==> config.mk <==
export PLATFORM = sky130hd
export DESIGN_NAME = div
export DESIGN_NICKNAME = d
export VERILOG_FILES = /design/src/rtl/div.sv
export SDC_FILE = /design/constraint.sdc
export NUM_CORES = 1
export LEC_CHECK = 0
export ABC_AREA = 1
export BUFFER_PORTS_ARGS = -buffer_cell sky130_fd_sc_hd__clkbuf_2
export CAP_MARGIN = 20
export CORE_MARGIN = 2
export CORE_UTILIZATION = 25
export CTS_CLUSTER_SIZE = 8
export DETAILED_ROUTE_END_ITERATION = 12
export GPL_ROUTABILITY_DRIVEN = 1
export HOLD_SLACK_MARGIN = 0.06
export PLACE_DENSITY = 0.43
export SLEW_MARGIN = 40
export SYNTH_ARGS = -nofsm -noshare
export SYNTH_HDL_FRONTEND = slang
export SYNTH_SLANG_ARGS = --single-unit
==> constraint.sdc <==
create_clock -name clk -period 7.3 [get_ports clk]
set_clock_uncertainty 0.15 [all_clocks]
set_input_delay 0.73 -clock clk [delete_from_list [all_inputs] [get_ports clk]]
set_output_delay 0.73 -clock clk [all_outputs]
set_load 0.02 [all_outputs]
==> src/rtl/div.sv <==
// div: multi-cycle radix-2 restoring divider for signed/unsigned DIV with abort and hold-until-ack handshake
module div #(
  parameter int DATA_W = 32,
  parameter int CNT_W  = 6
) (
  input  logic                  clk,
  input  logic                  rst,
  input  logic                  signed_div_i,
  input  logic [DATA_W-1:0]     opdata1_i,
  input  logic [DATA_W-1:0]     opdata2_i,
  input  logic                  start_i,
  input  logic                  annul_i,
  output logic [2*DATA_W-1:0]   result_o,
  output logic                  ready_o
);
  typedef enum logic [1:0] {FREE, BYZERO, ON, END} state_t;
  state_t state, state_n;
  logic [CNT_W-1:0] cnt, cnt_n;
  logic [DATA_W-1:0] dvd, dvd_n, rem, rem_n, dsr, dsr_n, a_mag, b_mag;
  logic neg_q, neg_q_n, neg_r, neg_r_n, ready_n;
  logic [2*DATA_W-1:0] result_n;
  logic [DATA_W:0] t;
  // operand magnitudes for signed requests and the trial subtraction of one restoring step
  always_comb begin
    a_mag = (signed_div_i && opdata1_i[DATA_W-1]) ? ~opdata1_i + 1'b1 : opdata1_i;
    b_mag = (signed_div_i && opdata2_i[DATA_W-1]) ? ~opdata2_i + 1'b1 : opdata2_i;
    t = {rem, dvd[DATA_W-1]} - {1'b0, dsr};
  end
  // next-state and datapath: dvd shifts out dividend bits and shifts in quotient bits
  always_comb begin
    state_n = state;
    cnt_n = cnt;
    dvd_n = dvd;
    rem_n = rem;
    dsr_n = dsr;
    neg_q_n = neg_q;
    neg_r_n = neg_r;
    result_n = result_o;
    ready_n = ready_o;
    case (state)
      FREE: if (start_i && !annul_i) begin
        dvd_n = a_mag;
        dsr_n = b_mag;
        rem_n = '0;
        cnt_n = '0;
        neg_q_n = signed_div_i && (opdata1_i[DATA_W-1] ^ opdata2_i[DATA_W-1]);
        neg_r_n = signed_div_i && opdata1_i[DATA_W-1];
        state_n = (opdata2_i == '0) ? BYZERO : ON;
      end
      BYZERO: begin
        cnt_n = cnt + 1'b1;
        if (cnt != '0) begin
          state_n = END;
          result_n = '0;
          ready_n = 1'b1;
        end
      end
      ON: if (annul_i) begin
        state_n = FREE;
        ready_n = 1'b0;
      end else if (cnt == CNT_W'(DATA_W)) begin
        state_n = END;
        result_n = {neg_r ? -rem : rem, neg_q ? -dvd : dvd};
        ready_n = 1'b1;
      end else begin
        rem_n = t[DATA_W] ? {rem[DATA_W-2:0], dvd[DATA_W-1]} : t[DATA_W-1:0];
        dvd_n = {dvd[DATA_W-2:0], ~t[DATA_W]};
        cnt_n = cnt + 1'b1;
      end
      END: if (!start_i) begin
        state_n = FREE;
        ready_n = 1'b0;
        result_n = '0;
      end
      default: state_n = FREE;
    endcase
  end
  // state register; reset is active-low and wins over every request
  always_ff @(posedge clk) begin
    if (!rst) begin
      state <= FREE;
      cnt <= '0;
      dvd <= '0;
      rem <= '0;
      dsr <= '0;
      neg_q <= 1'b0;
      neg_r <= 1'b0;
      result_o <= '0;
      ready_o <= 1'b0;
    end else begin
      state <= state_n;
      cnt <= cnt_n;
      dvd <= dvd_n;
      rem <= rem_n;
      dsr <= dsr_n;
      neg_q <= neg_q_n;
      neg_r <= neg_r_n;
      result_o <= result_n;
      ready_o <= ready_n;
    end
  end
endmodule
; ---- Word level (Yosys, flattened, before mapping)
; Cells that the tools add are included.
[word_totals]
reg_bits = 171
in_bits = 69
out_inout_bits = 65
[op_classes]
addsub = 6
eq_ne = 11
muxes = 34
n_bitwise = 4
n_reduce_logical = 17
[op_table]
columns = operator, count
row1 = 32-bit two-way mux, 11
row2 = 64-bit two-way mux, 4
row3 = 64-bit case mux with 3 select lines, 1
row4 = 32-bit case mux with 2 select lines, 2
row5 = 32-bit by 1-bit adder with 32-bit output (second input constant), 2
row6 = 32-bit negation, 2
row7 = 32-bit NOT, 2
row8 = 33-bit by 32-bit subtractor with 33-bit output, 1
row9 = 32-bit logical NOT, 1
row10 = 6-bit two-way mux, 3
row11 = 6-bit case mux with 3 select lines, 1
row12 = 4-bit AND reduction, 4
row13 = 2-bit two-way mux, 6
row14 = 2-bit inequality test (second input constant), 6
row15 = 2-bit case mux with 4 select lines, 1
row16 = 6-bit by 1-bit adder with 6-bit output (second input constant), 1
row17 = 6-bit equality test (second input constant), 1
row18 = 3-bit nonzero test, 2
row19 = 6-bit nonzero test, 1
row20 = 5-bit AND reduction, 1
row21 = 2-bit equality test (second input constant), 2
row22 = 1-bit logical AND, 4
row23 = 1-bit two-way mux, 4
row24 = 3-bit inequality test (second input constant), 1
row25 = other kinds (8), 8

; ---- Longest topological paths before layout
; Gate-level depths: netlist of the first run.
[logic_depth]
depth_word = 5
depth_mapped = 18
ltp_nobuf = 17

; ---- Worst setup path before layout of the first run
; Ideal clock, no wire load.
[synth_timing]
path_type = register to register
startpoint = register dvd[31]
endpoint = register rem[30]
setup_time_ns = 0.140
t_arrival_ns = 2.096
t_required_ns = 7.010
path_slack_ns = 4.914
path_stages_with_launch = 19
n_path_buf = 1
synth_period_minus_slack_ns = 2.386
path_cell_list = dfxtp_1 inv_1 ha_1 fa_1 inv_1 nand2_1 nand2_1 nand3_1 nand2_2 nand2_4 nand2_4 nand2_4 nand2_4 nand2_8 nand2_8 buf_12 nand2_2 nand3_1 a21oi_1
[synth_via]
elab_chain_cells = 5
[synth_rtl]
columns = item, line
row1 = start: declaration, 19  ; logic [DATA_W-1:0] dvd, dvd_n, rem, rem_n, dsr, dsr_n, a_mag, b_mag;
row2 = start signal: assignment, 93  ; dvd <= dvd_n;
row3 = 33-bit by 32-bit subtractor with 33-bit output, 27  ; t = {rem, dvd[DATA_W-1]} - {1'b0, dsr};
row4 = 32-bit two-way mux, 66  ; rem_n = t[DATA_W] ? {rem[DATA_W-2:0], dvd[DATA_W-1]} : t[DATA_W-1:0];
row5 = 32-bit two-way mux, 61  ; end else if (cnt == CNT_W'(DATA_W)) begin
row6 = 32-bit two-way mux, 58  ; ON: if (annul_i) begin
row7 = 32-bit case mux with 2 select lines, 40  ; case (state)
row8 = end signal: assignment, 94  ; rem <= rem_n;
row9 = end: declaration, 19
; No other way between the ends. The select of a mux whose other input is x is not followed.
; A chain may end at the register's enable or synchronous reset.

; ---- Worst setup path in the final report of the first run
[layout_timing]
startpoint = register state[0]
endpoint = register dvd[28]
[layout_via]
elab_chain_cells = 3
elab_cells_between_ends = 8
classes_between = eq/ne (4) / mux (1) / reduce/logical (3)
[layout_rtl]
columns = item, line
row1 = start: declaration, 17  ; state_t state, state_n;
row2 = start signal: assignment, 91  ; state <= state_n;
row3 = 2-bit equality test or 2-bit logical NOT (tied branches), 40
row4 = 2-bit inequality test (no line) or 2-bit nonzero test (tied branches), --
row5 = 4-bit AND reduction (no line), --
; Parallel ways exist; a longest one is shown, timed or not.

==> results of run 1 <==
==> cell usage in the layout (no fill, tap or decap), types with 7 or more instances in the layout <==
cell type and count:
nand3_1 205, nand2_2 19, o21ai_0 109, nand3b_1 15
nand2_1 626, o211ai_1 18, inv_2 9, nor3_1 46
nand3_2 8, ha_1 44, xnor2_1 18, a21oi_1 204
nor2_1 164, a21oi_2 11, inv_1 337, xor2_1 32
or2_2 7, buf_4 11, dfxtp_1 171, clkbuf_16 17
nand4_1 34, clkbuf_2 133
==> routing by layer <==
layer	global-route usage [%]	part of all wire [%]
met5	0	0
met4	3.68	1.0
met3	2.20	4.3
met2	26.4	41
met1	28.7	54
==> flip-flops by register name, indices dropped and copies added, names as in the netlist <==
register / count
rem: 32
ready_o: 1
cnt: 6
result_o: 64
dsr: 32
state: 2
neg_r: 1
dvd: 32
neg_q: 1
==> layout make-up <==
type / count / area, µm²
clock buffers: 19 / 443
clock inverters: 13 / 151
fillers: 6041 / 37400
inverters: 351 / 1320
multi-input cells: 1628 / 8190
flip-flops and latches: 171 / 3420
well taps: 688 / 861
repair buffers: 146 / 803
==> worst min-delay path, stage by stage (launching register included) <==
cell and delay, ps:
dfxtp_1 310, nand2_1 60, a21oi_1 50
==> stage by stage <==
stage / total power, mW / cell area (µm²) / cells
detailed placement: 3.75 / 14600 / 2984
global placement: 3.74 / 14500 / 2982
floorplan: 3.01 / 13300 / 2226
CTS: 4.72 / 15200 / 3016
finish: 4.70 / 15200 / 3016
global route: 5.09 / 15200 / 3016
==> kinds of logic after synthesis <==
kind of cell / after synthesis / synth area share (%)
xor+xnor: 50 / 3.30
simple gates: 1156 / 38.3
flops: 171 / 25.8
fa+ha+maj: 45 / 4.29
buf+inv: 427 / 12.8
compound gates: 377 / 15.6
==> how the worst max path moves through the flow <==
stage	startpoint	endpoint	slack (ps)	cells after the start
6_report	state[0]	dvd[28]	4130	11
5_1_grt	state[0]	result_o[9]	3820	12
4_1_cts	state[0]	dvd[28]	4090	11
3_5_place_dp	signed_div_i	dsr[26]	4070	9
3_3_place_gp	state[0]	result_o[9]	3750	11
2_1_floorplan	dvd[31]	rem[30]	4910	18
==> power by group through the flow <==
stage / clock, mW / combinational [mW] / sequential, mW
after global placement: 0 / 2.46 / 1.28
final: 0.956 / 2.48 / 1.26
after floorplan: 0 / 1.79 / 1.22
after global routing: 1.01 / 2.79 / 1.28
after detailed placement: 0 / 2.47 / 1.28
after CTS: 0.983 / 2.48 / 1.26
==> cell usage after synthesis, types with 19 or more instances <==
cell type / instances
nand2_1: 626
inv_1: 337
nand3_1: 205
a21oi_1: 204
dfxtp_1: 171
nor2_1: 167
o21ai_0: 109
clkbuf_1: 49
nor3_1: 46
ha_1: 44
nand4_1: 34
xor2_1: 32
nand2_2: 19
==> flow_metrics.env, run 1 <==
export IMPL_syn_avg_cell_area_um2=5.97
export IMPL_clkSlewWorstSetupHoldPaths_ps=70
export IMPL_final_core_util_pct=28.9
export IMPL_num_antenna_cells=0
export IMPL_period_minus_slack_ps=3170
export IMPL_final_nets=2429
export IMPL_cp_cell_sequence="inv_1 -> ha_1 -> buf_4 -> clkinv_1 -> a21oi_2 -> buf_4 -> inv_2 -> buf_4 -> a21oi_1 -> o21ai_0 -> a21oi_1"
export IMPL_cp_slowest_cell="clkinv_1"
export IMPL_synth_area_leaders="dfxtp_1 (26%), nand2_1 (18%), inv_1 (9.5%), nand3_1 (7.7%), a21oi_1 (7.7%)"
export IMPL_first_pass_iters=5
export IMPL_rsz0062_at_grt="false"
export IMPL_crit_arrival_ps=3410
export IMPL_layout_setup_ws_ps=4130
export IMPL_post_cts_resized=0
export IMPL_cp_top_family="buffers and inverters"
export IMPL_regToRegStartpoint="state[0]"
export IMPL_r2r_end="dvd[28]"
export IMPL_status="finished, final reports clean"
export IMPL_synth_ff_type="dfxtp_1"
export IMPL_vias=14100
export IMPL_slew_violations=0
export IMPL_endpoint_kind="flop"
export IMPL_r2r_cells=11
export IMPL_antenna_found_initial=0
export IMPL_critPathMostFrequentCell="buf_4"
export IMPL_synth_edff_count=0
export IMPL_required_ps=7540
export IMPL_drt_initial_drc_count=987
export IMPL_whs_ps=313
export IMPL_final_setup_tns_ps=0
export IMPL_yosys_area_top_type_share_pct=25.8
export IMPL_cts_buffers=17
export IMPL_sw_frac_of_total_pct=50.7
export IMPL_crit_path_start_kind="flop"
export IMPL_design_core_area_um2=52600
export IMPL_crit_fanout=65
export IMPL_clk_latency_ps=460
export IMPL_fin_crit_sh_pct=43.5
export IMPL_portBuffers=133
export IMPL_drt_total_wl_um=50500
export IMPL_grt_ovfl_total=0
export IMPL_synth_seq_cells=171
export IMPL_p_leak_nw=7.41
export IMPL_p_clk_share_pct=20.4
export IMPL_vias_per_cell=4.67
export IMPL_grt_total_usage_pct=18.3
export IMPL_cts_path_max_buffers=2
export IMPL_ys_types=51
export IMPL_grt_pass1_wl_um=77300
export IMPL_fp_dieW_um=235
export IMPL_finalHoldViolCount=0
export IMPL_synthCells=2226
export IMPL_tightest_slew_ps=779
export IMPL_syn_to_final_growth_pct=14.3
export IMPL_fmax_mhz=315
export IMPL_cts_num_sinks=171
export IMPL_gp_congestion=0.881
export IMPL_initial_core_util_pct=25.3
export IMPL_antenna_left=0
export IMPL_max_slew_margin_pct=48.1
export IMPL_root_buffer="clkbuf_16"
export IMPL_seq_area_frac_synth_pct=25.8
export IMPL_yosys_area_top_type="dfxtp_1"
export IMPL_comb_power_share_pct=52.7
export IMPL_dp_slack_ps=4070
export IMPL_hold_depth=2
export IMPL_syn_nets=2340
export IMPL_grt_pass1_vias=12800
export IMPL_drive_gt1_share_pct=11.1
export IMPL_drc_errors=0
export IMPL_hpwl_um=40600
export IMPL_syn_area_um2=13300
export IMPL_io_pins=134
export IMPL_switchingPower_mw=2.38
export IMPL_drv_max_cap_violation_count=0
export IMPL_ys_async_sr_fraction_pct=0
export IMPL_post_cts_buffers=0
export IMPL_detail_route_wl_per_cell_um=16.7
export IMPL_hold_start="result_o[4]"
export IMPL_r2r_setup_slack_ps=4130
export IMPL_timing_critical_path_buf_inv=6
export IMPL_min_to="result_o[4]"
export IMPL_seqPwrFrac_pct=26.9
export IMPL_num_rows=84
export IMPL_grt_max_degree=66
export IMPL_fp_dieArea_um2=55000
export IMPL_ys_warn_count=0
export IMPL_slowest_delay_ps=410
export IMPL_internal_power_mw=2.32
export IMPL_hold_path_class="flop to flop"
export IMPL_cts_tree="yes"
export IMPL_hold_buffers=0
export IMPL_powerDensity_nw_per_um2=309
export IMPL_final_setup_viol_count=0
export IMPL_critPathKind="flop to flop"
export IMPL_vdd_ir_drop_max_mv=0.198
export IMPL_die_height_um=235
export IMPL_h_tree_depth=4
(Power assumes the default switching activity.)
==> run 2, diff against run 1 <==
PLACE_DENSITY = 0.45   (was 0.43)
clock period = 2.7 ns   (was 7.3 ns; I/O delays follow)
==> flow_metrics.env, run 2 (same netlist as run 1, synthesis figures left out) <==
export IMPL_clk_latency_ps=460
export IMPL_final_common_cell="nand2_1"
export IMPL_fp_dieArea_um2=55000
export IMPL_h_tree_depth=4
export IMPL_r2r_end="rem[21]"
export IMPL_r2r_cells=11
export IMPL_regToRegStartpoint="rem[28]"
export IMPL_clkSlewWorstSetupHoldPaths_ps=70
export IMPL_first_pass_iters=5
export IMPL_globalRouteMet1Util_pct=27.8
export IMPL_required_ps=2940
export IMPL_portBuffers=133
export IMPL_use_met2_pct=27.1
export IMPL_period_minus_slack_ps=2550
export IMPL_grt_max_degree=60
export IMPL_finalHoldViolCount=0
export IMPL_tightest_slew_ps=711
export IMPL_design_core_area_um2=52600
export IMPL_fp_dieW_um=235
export IMPL_critical_path_startpoint="rem[28]"
export IMPL_num_rows=84
export IMPL_slew_violations=0
export IMPL_largest_reg_flops=64
export IMPL_initial_core_util_pct=25.3
export IMPL_grt_total_usage_pct=18.4
export IMPL_vdd_ir_drop_max_mv=0.486
export IMPL_dp_slack_ps=112
export IMPL_use_met3_pct=2.62
export IMPL_drive_gt1_share_pct=13.3
export IMPL_io_pins=134
export IMPL_grt_pass1_vias=13300
export IMPL_hold_path_class="primary input to flop"
export IMPL_crit_arrival_ps=2790
export IMPL_drt_total_wl_um=51000
export IMPL_grt_pass1_wl_um=77700
export IMPL_vias_per_cell=4.68
export IMPL_grt_busiest_layer="met1"
export IMPL_fin_crit_sh_pct=94.5
export IMPL_cts_path_max_buffers=2
export IMPL_hpwl_um=40800
export IMPL_top_register="result_o"
export IMPL_critPathKind="flop to flop"
export IMPL_stdcell_area_um2=16000
export IMPL_antenna_found_initial=1
export IMPL_final_cell_mix="nand2_1 (626), inv_1 (335), nand3_1 (204)"
export IMPL_r2r_setup_slack_ps=150
export IMPL_postPlaceCellArea_um2=14900
export IMPL_final_core_util_pct=30.4
export IMPL_num_antenna_cells=0
export IMPL_antenna_left=0
export IMPL_hold_depth=3
export IMPL_syn_to_final_growth_pct=20.3
export IMPL_layout_setup_ws_ps=149
export IMPL_cp_endpoint="rem[21]"
export IMPL_drc_errors=0
export IMPL_whs_ps=76.9
export IMPL_powerDensity_nw_per_um2=816
export IMPL_root_buffer="clkbuf_16"
export IMPL_max_slew_margin_pct=52.2
export IMPL_drt_initial_drc_count=1249
export IMPL_crit_path_start_kind="flop"
export IMPL_endpoint_kind="flop"
export IMPL_detail_route_wl_per_cell_um=16.5
export IMPL_grt_ovfl_total=0
export IMPL_crit_fanout=7
export IMPL_status="finished, final reports clean"
export IMPL_cts_buffers=17
export IMPL_cts_tree="yes"
export IMPL_final_nets=2509
export IMPL_die_height_um=235
export IMPL_drv_max_cap_violation_count=0
export IMPL_vias=14500
export IMPL_final_setup_viol_count=0
export IMPL_fmax_mhz=392
export IMPL_p_leak_nw=7.80
export IMPL_gp_congestion=0.904
export IMPL_cts_num_sinks=171
run 2: critical path: stages (launching register included):
cell and delay [ps]:
dfxtp_1 480, ha_1 340, nand2_1 130, nor2_1 80
nand2_1 130, inv_1 90, a21oi_4 270, nand3_4 260
clkbuf_16 250, nand3_1 90, nand3_1 80, a21oi_1 130
run 2: repair_timing:
action / in CTS / in global routing
endpoints found under the setup margin: 0 / 33
gates resized for setup: 0 / 17
hold buffers: 28 / 0
buffers inserted: 0 / 6
endpoints found under the hold margin: 29 / 0
run 2: routing by layer:
layer | up-vias | part of all wire (%)
li1 | 7512 | -
met1 | 6606 | 52
met2 | 327 | 42
met3 | 37 | 4.5
met4 | 2 | 1.6
met5 | - | 0.025
run 2: worst min path at each step:
stage / slack [ps] / start / end
after CTS: 60 / opdata1_i[30] / dvd[30]
final: 80 / opdata2_i[31] / dsr[31]
after detailed placement: 300 / result_o[4] / result_o[4]
after floorplan: 270 / opdata2_i[31] / dsr[31]
after global routing: 100 / opdata1_i[18] / dvd[18]
after global placement: 300 / result_o[4] / result_o[4]
run 2: area by class of cell:
class,count,area [µm²]
Fill cell,5964,36600
Multi-Input combinational cell,1632,8280
Sequential cell,171,3420
Timing Repair Buffer,222,1510
Inverter,351,1320
Tap cell,688,861
Clock buffer,17,425
Clock inverter,15,159
run 2: power by group:
group	leakage, nW	total, mW	internal (mW)	switching, mW
Clock	0.270	2.51	1.30	1.21
Sequential	1.39	3.37	2.94	0.427
Combinational	6.14	7.17	2.21	4.96
Total	7.80	13.0	6.45	6.59
run 2: through the flow:
step,instances,setup TNS (ps),power (mW)
2_1_floorplan,2226,0,8.12
3_3_place_gp,3025,0,10.4
3_5_place_dp,3025,0,10.4
4_1_cts,3085,0,12.9
5_1_grt,3096,-15.0,14.1
6_report,3096,0,13.0
==> run 3, diff against run 2 <==
PLACE_DENSITY = 0.43   (was 0.45)
clock period = 3.2 ns   (was 2.7 ns; I/O delays follow)
==> flow_metrics.env, run 3 (same netlist as run 1, synthesis figures left out) <==
export IMPL_status="finished, final reports clean"
export IMPL_final_setup_viol_count=0
export IMPL_period_minus_slack_ps=2710
export IMPL_fillers=5980
export IMPL_critPathKind="flop to flop"
export IMPL_fmax_mhz=369
export IMPL_clkSlewWorstSetupHoldPaths_ps=80
export IMPL_crit_path_start_kind="flop"
export IMPL_grt_ovfl_total=0
export IMPL_required_ps=3390
export IMPL_post_cts_buffers=0
export IMPL_cts_tree="yes"
export IMPL_top_register="result_o"
export IMPL_antenna_found_initial=0
export IMPL_hpwl_um=41100
export IMPL_hold_path_class="primary input to flop"
export IMPL_grt_pass1_wl_um=77600
export IMPL_io_pins=134
export IMPL_rsz0062_at_grt="false"
export IMPL_layout_setup_ws_ps=487
export IMPL_largest_reg_flops=64
export IMPL_fin_crit_sh_pct=84.8
export IMPL_num_rows=84
export IMPL_initial_core_util_pct=25.3
export IMPL_drv_max_cap_violation_count=0
export IMPL_design_core_area_um2=52600
export IMPL_endpoint_kind="flop"
export IMPL_final_common_cell="nand2_1"
export IMPL_grt_total_usage_pct=18.3
export IMPL_final_setup_tns_ps=0
export IMPL_slew_violations=0
export IMPL_gp_congestion=0.934
export IMPL_vias=14400
export IMPL_tightest_slew_ps=669
export IMPL_drt_total_wl_um=50800
export IMPL_vdd_ir_drop_max_mv=0.433
export IMPL_drive_gt1_share_pct=11.6
export IMPL_die_height_um=235
export IMPL_root_buffer="clkbuf_16"
export IMPL_final_nets=2455
export IMPL_num_antenna_cells=0
export IMPL_dp_slack_ps=509
export IMPL_finalHoldViolCount=0
export IMPL_vias_per_cell=4.72
export IMPL_antenna_left=0
export IMPL_first_pass_iters=8
export IMPL_detail_route_wl_per_cell_um=16.7
export IMPL_clk_latency_ps=460
export IMPL_syn_to_final_growth_pct=15.9
export IMPL_powerDensity_nw_per_um2=702
export IMPL_final_cell_mix="nand2_1 (626), inv_1 (337), nand3_1 (205)"
export IMPL_cts_path_max_buffers=2
export IMPL_crit_arrival_ps=2900
export IMPL_cts_buffers=17
export IMPL_fp_dieW_um=235
export IMPL_crit_fanout=16
export IMPL_p_leak_nw=7.53
export IMPL_cts_num_sinks=171
export IMPL_max_slew_margin_pct=55.0
export IMPL_fp_dieArea_um2=55000
export IMPL_grt_pass1_vias=13100
export IMPL_grt_max_degree=60
export IMPL_drc_errors=0
export IMPL_whs_ps=89.9
export IMPL_portBuffers=133
export IMPL_post_cts_resized=0
export IMPL_drt_initial_drc_count=1150
export IMPL_hold_buffers=11
export IMPL_h_tree_depth=4
run 3: cell count changes in the layout (fill, tap and decap cells not counted), moves of 4 or more:
| cell | change |
|---|---|
| buf_12 | -4 |
| dlygate4sd3_1 | -17 |
| nand2_8 | -4 |
| clkinv_2 | +4 |
| buf_4 | -28 |
run 3: layer usage:
metal	routed length [µm]	global-route usage (%)
met1	27200	29.1
met2	20100	25.5
met3	2710	2.34
met4	745	4.48
met5	0	0
run 3: final cells by class:
type | instances | area [µm²] | area share (%)
sequential | 171 | 3420 | 22.2
clock buffer | 17 | 425 | 2.76
clock inverter | 15 | 164 | 1.06
inverter | 351 | 1320 | 8.57
tap | 688 | 861 | 5.59
multi-input combinational | 1628 | 8190 | 53.2
timing repair buffer | 172 | 1020 | 6.64
run 3: report_power, final:
group	internal, mW	switching, mW	total, mW
Combinational	1.72	4.08	5.80
Sequential	2.48	0.386	2.87
Clock	1.17	0.991	2.16
run 3: path summary, 6_finish.rpt:
path,start,end,slack [ps],cells past startpoint
min reg2reg,result_o[11],result_o[11],310,2
max reg2reg,dvd[31],rem[11],490,17
max,dvd[31],rem[11],490,17
min,opdata2_i[24],dsr[24],90,5
run 3: critical path, cell delays in order (launching register included):
cell and delay, ps:
dfxtp_1 350, inv_1 90, ha_1 230, fa_1 410, inv_1 120, nand2_1 50, nand2_1 70, nand3_1 80
nand2_2 130, nand2_4 70, nand2_4 70, nand2_4 80, nand2_4 110, nand2_4 130, nand2_4 210, nand2_1 90
nand3_1 70, a21oi_1 60
run 3: metrics by stage:
| step | cells | power, mW | instance area [µm²] | util (%) |
|---|---|---|---|---|
| floorplan | 2226 | 6.86 | 13300 | - |
| global placement | 2999 | 8.65 | 14700 | 28.0 |
| detailed placement | 2999 | 8.64 | 14700 | 28.0 |
| CTS | 3042 | 10.8 | 15400 | 29.3 |
| global route | 3042 | 11.7 | 15400 | 29.3 |
| finish | 3042 | 10.8 | 15400 | 29.3 |
